<file path="config.mk">
export PLATFORM = sky130hd
export DESIGN_NAME = gate_vector_sequencer
export DESIGN_NICKNAME = d
export VERILOG_FILES = /design/src/rtl/gate_vector_sequencer.sv
export SDC_FILE = /design/constraint.sdc
export NUM_CORES = 1
export LEC_CHECK = 0
export ABC_AREA = 1
export CORE_ASPECT_RATIO = 0.6
export CORE_MARGIN = 10
export CORE_UTILIZATION = 47
export CTS_CLUSTER_SIZE = 12
export DETAILED_ROUTE_END_ITERATION = 16
export PLACE_DENSITY = 0.74
export SETUP_SLACK_MARGIN = 0.5
export SLEW_MARGIN = 20
export SYNTH_ARGS = -nofsm -noshare
export SYNTH_HDL_FRONTEND = slang
export SYNTH_SLANG_ARGS = --single-unit
</file>
<file path="constraint.sdc">
create_clock -name clk -period 1.5 [get_ports clk]
set_input_delay 0.3 -clock clk [delete_from_list [all_inputs] [get_ports clk]]
set_output_delay 0.3 -clock clk [all_outputs]
set_load 0.02 [all_outputs]
</file>
<file path="src/rtl/gate_vector_sequencer.sv">
// Drives all four {a,b} vectors into a 2-input gate, holds each for HOLD_CYCLES,
// and checks the gate output y against the TRUTH table, counting mismatches.
//   state | meaning
//   IDLE  | waiting for start, a=b=0
//   RUN   | applying vectors 00,01,10,11 for ROUNDS passes
//   DONE  | results held, a=b=0, pass valid
module gate_vector_sequencer #(
    parameter int unsigned HOLD_CYCLES = 10,
    parameter logic [3:0]  TRUTH       = 4'b1000,
    parameter int unsigned ROUNDS      = 1,
    parameter int unsigned ERR_W       = 8
) (
    input  logic             clk,
    input  logic             rst_n,
    input  logic             start,
    output logic             a,
    output logic             b,
    input  logic             y,
    output logic             busy,
    output logic             done,
    output logic             pass,
    output logic [ERR_W-1:0] err_cnt,
    output logic [1:0]       vec_idx
);

    localparam int unsigned HC_W = $clog2(HOLD_CYCLES);
    localparam int unsigned RC_W = (ROUNDS > 1) ? $clog2(ROUNDS) : 1;
    localparam logic [HC_W-1:0]  HC_LAST = HC_W'(HOLD_CYCLES - 1);
    localparam logic [RC_W-1:0]  RC_LAST = RC_W'(ROUNDS - 1);
    localparam logic [ERR_W-1:0] ERR_MAX = '1;

    typedef enum logic [1:0] {
        ST_IDLE = 2'd0,
        ST_RUN  = 2'd1,
        ST_DONE = 2'd2
    } state_t;

    state_t           state_q, state_d;
    logic [HC_W-1:0]  hc_q, hc_d;
    logic [RC_W-1:0]  rc_q, rc_d;
    logic [1:0]       vec_q, vec_d;
    logic [ERR_W-1:0] err_q, err_d;
    logic             pass_q, pass_d;
    logic             a_q, a_d;
    logic             b_q, b_d;

    always_ff @(posedge clk or negedge rst_n) begin
        if (!rst_n) begin
            state_q <= ST_IDLE;
            hc_q    <= '0;
            rc_q    <= '0;
            vec_q   <= '0;
            err_q   <= '0;
            pass_q  <= 1'b0;
            a_q     <= 1'b0;
            b_q     <= 1'b0;
        end else begin
            state_q <= state_d;
            hc_q    <= hc_d;
            rc_q    <= rc_d;
            vec_q   <= vec_d;
            err_q   <= err_d;
            pass_q  <= pass_d;
            a_q     <= a_d;
            b_q     <= b_d;
        end
    end

    always_comb begin
        state_d = state_q;
        hc_d    = hc_q;
        rc_d    = rc_q;
        vec_d   = vec_q;
        err_d   = err_q;
        pass_d  = pass_q;

        case (state_q)
            ST_IDLE, ST_DONE: begin
                if (start) begin
                    state_d = ST_RUN;
                    hc_d    = '0;
                    rc_d    = '0;
                    vec_d   = '0;
                    err_d   = '0;
                    pass_d  = 1'b0;
                end
            end
            ST_RUN: begin
                if (hc_q == HC_LAST) begin
                    hc_d  = '0;
                    vec_d = vec_q + 2'd1;
                    if ((y != TRUTH[vec_q]) && (err_q != ERR_MAX)) begin
                        err_d = err_q + 1'b1;
                    end
                    if (vec_q == 2'd3) begin
                        // Final vector of the final round: pass must include this compare.
                        if (rc_q == RC_LAST) begin
                            state_d = ST_DONE;
                            pass_d  = (err_d == '0);
                        end else begin
                            rc_d = rc_q + 1'b1;
                        end
                    end
                end else begin
                    hc_d = hc_q + 1'b1;
                end
            end
            default: begin
                state_d = ST_IDLE;
            end
        endcase

        a_d = (state_d == ST_RUN) ? vec_d[1] : 1'b0;
        b_d = (state_d == ST_RUN) ? vec_d[0] : 1'b0;
    end

    assign a       = a_q;
    assign b       = b_q;
    assign busy    = (state_q == ST_RUN);
    assign done    = (state_q == ST_DONE);
    assign pass    = pass_q;
    assign err_cnt = err_q;
    assign vec_idx = vec_q;

endmodule
</file>
==> impl_results.md <==
* Clk slew on worst S/H paths at 0.08 ns
* Arr. time, crit path at slightly below 2 ns
* Vias in the first global route at around 1.3k
* FP Rows at 13
* Cell total after placement at between 200 and 250
* Synth Area in Compound Gates at about 7.5%
* Worst slew margin at 80.7%
* DP Wirelength at 2440 um
* Tcrit/Tclk final at 117%
* Cell variety after synth at 24
* Synth warn at 0
* Post-CTS Hold Fix Bufs at 0
* Sequential area share after synthesis at around 41%
* Share of the synthesized area in the top cell type at 40.8%
* Filler cell count at 50
* First-pass GRT wire length at 6520 um
* Placer Congestion at roughly 0.91
* Drt first-iter violations at about 240
* Largest family of logic cells by synthesized area: simple AND/OR/NAND/NOR gates
* GR Util All Layers at 16.5%
* Die Width at approximately 84 um
* Syn Nets at 160
* CTS tree: yes
* Slew Viols, Final at 0
* TritonCTS Sinks at 19
* Synth cell count leaders: 44 x nand2_1, 23 x inv_1, 19 x dfrtp_1, 12 x nand3_1, 11 x nor2_1
* Post-synthesis cell count at ~150
* Largest area contributor in the netlist: dfrtp_1
* Post-route setup slack at -0.256 ns
* Setup tns final at -0.644 ns
* Synth-to-Final Area Change at 84.8%
* Clock period minus final worst setup slack at approximately 1.8 ns
* Max incr delay on CP at roughly 0.44 ns
* Worst-path fanout max at 7
* WP data required at about 1.7 ns
* Die area at ~4900 um^2
* Residual DRC at 0
* CP max-delay cell: dfrtp_2
* Syn Area/Cell at 7.67 um^2
* Largest delay contributor family on the critical path: simple AND/OR/NAND/NOR gates
* Clk root buf: clkbuf_8
* Total Wirelength at about 5800 um
* WS Path Type: flop to flop
* Top_reg_cell synth: dfrtp_1
* CORE AREA at around 2300 um^2
* Post-DR wirelength/cell at between 20 and 25 um
* Tot Pwr at between 4 and 5 mW
* Via count at 1,600
* Syn Std Cell Area at between 1000 and 1500 um^2
* Worst Path Buf+Inv at 0
* Mux share of post-synthesis cell area at 0%
* Critical path's most frequent cell: nand2_4
* Initial antenna violation count at 0
* Final net count at 224
* Final core utilization at a little over nine tenths
* Post-Synth Adder-Cell Area at around 4.3%
* CTS max path bufs at 2
* Async set-reset flop share out of synthesis at between 90% and 100%
* Clock skew at 0.00952 ns
* Fmax achieved at 570 MHz
* Maximum vdd drop at between 1.5 and 2 mV
* Worst-Margin Slew at 0.289 ns
* Placed Area at between 1500 and 2000 um^2
* Post-Layout Cell Count at about 250
* Worst Hold Class: input port to asynchronous set/reset pin
* Pleak at approximately 1.0 nW
* Die height at slightly below 60 um
* Critical Path, Cell by Cell: ha_4 -> nand2_4 -> nor2_4 -> nand2_4 -> nand2_8 -> nand2_4 -> nand2_4 -> nor2_1 -> nand2_1 -> nor2_2 -> nand2_1 -> nand2_1
* Number of synthesized flops with an enable pin at 0
* Final Cell Area at between 2000 and 2500 um^2
* Drt pass-1 iters at 8
* Status: finished, violations left
* Routed Antenna Nets at 0
* CP Capture Type: flop
* Failing checks: setup timing
* Layout cells sized above 1 at 60.0%
* H-tree depth at 1
* Clock latency on the worst-skew pair at between 0.2 and 0.3 ns
* RSZ-0062 raised after global routing: true
* Initial Util at slightly above 50%
* #FFs+latches synth at 19
* Antenna Cells at 0
* Top cells by area, synth: dfrtp_1 41%, nand2_1 14%, inv_1 7.4%
* Final hold violation count at 0
* Vias/cell at 6.53
* Total CTS buffers at 3
* Pwr/cell area at 1940 nW/um^2
* Largest net degree at the start of global routing at 20
* Buffers added on ports at 18
* Final setup fails at 11
* Count leader, synth: nand2_1
* Max_cap viols at 0
* Total gr overflow at 0
* Simple-gate share of the synthesized area at between 30% and 40%
* XOR/XNOR share of the synthesized area at 3.65%
* Total I/O pin count at 19
* Critical path startpoint category: flop
[power by group]
group	switching (mW)	internal, mW	total (mW)
sequential	0.277	0.724	1.00
combinational	1.44	1.36	2.80
clock	0.185	0.190	0.375
[through the flow]
stage,hold WS (ns),setup WS (ns)
after floorplan,0.00441,0.0371
after global placement,0.514,-0.158
after detailed placement,0.545,-0.216
after CTS,0.378,-0.0226
after global routing,0.433,-0.251
final,0.428,-0.256
[metal layers]
layer | global-route usage (%) | part of all wire (%) | vias up | wire (um)
met2 | 27.5 | 45 | 178 | 2580
met4 | 4.04 | 8.2 | 0 | 473
met1 | 20.3 | 35 | 753 | 2020
met5 | 0 | 0 | - | 0
li1 | - | - | 603 | -
met3 | 5.08 | 12 | 66 | 711
[what timing repair did]
action | 4_1_cts | 5_1_grt
cloned | 0 | 0
buffers inserted | 19 | 10
endpoints found under the setup margin | 34 | 34
pin swaps | 16 | 22
resized for setup | 114 | 55
[cell type report]
| class | instances | area [um^2] | share of cell area, % |
|---|---|---|---|
| Multi-Input combinational cell | 108 | 892 | 41.4 |
| Timing Repair Buffer | 59 | 592 | 27.5 |
| Sequential cell | 19 | 484 | 22.5 |
| Inverter | 25 | 104 | 4.82 |
| Clock buffer | 4 | 45.0 | 2.09 |
| Tap cell | 30 | 37.5 | 1.74 |
[kinds of logic after synthesis]
family	count (synthesis)
and+or+nand+nor	85
buffers and inverters	25
DFF	19
AOI/OAI and AO/OA	15
xor gates and xnor gates	4
adders and majority gates	4
[flip-flops by register name, indices dropped and copies added, names as in the netlist]
name and cells:
b 1, pass 1, vec_idx 2, a 1
hc_q 4, err_cnt 8, state_q 2
[final timing paths]
path	depth (start not counted)	to	slack, ns	from
worst max-delay path	12	pass	-0.26	err_cnt[1]
min in group clk	2	state_q[1]	0.61	state_q[1]
worst min-delay path	2	hc_q[2]	0.43	rst_n
worst max register to register	12	pass	-0.26	err_cnt[1]
max in group asynchronous	2	err_cnt[7]	0.83	rst_n
worst min register to register	2	state_q[1]	0.61	state_q[1]
[cells in the final DEF (no fill, tap or decap), types with 6 or more instances in the layout]
cell type	n
nand2_2	8
nor2_4	9
nor2_1	6
nand2_1	33
buf_6	27
inv_1	16
dfrtp_2	7
inv_2	6
dfrtp_1	12
nand2_4	9
buf_4	25
nand3_1	10
Power figures use the tool's default switching activity.
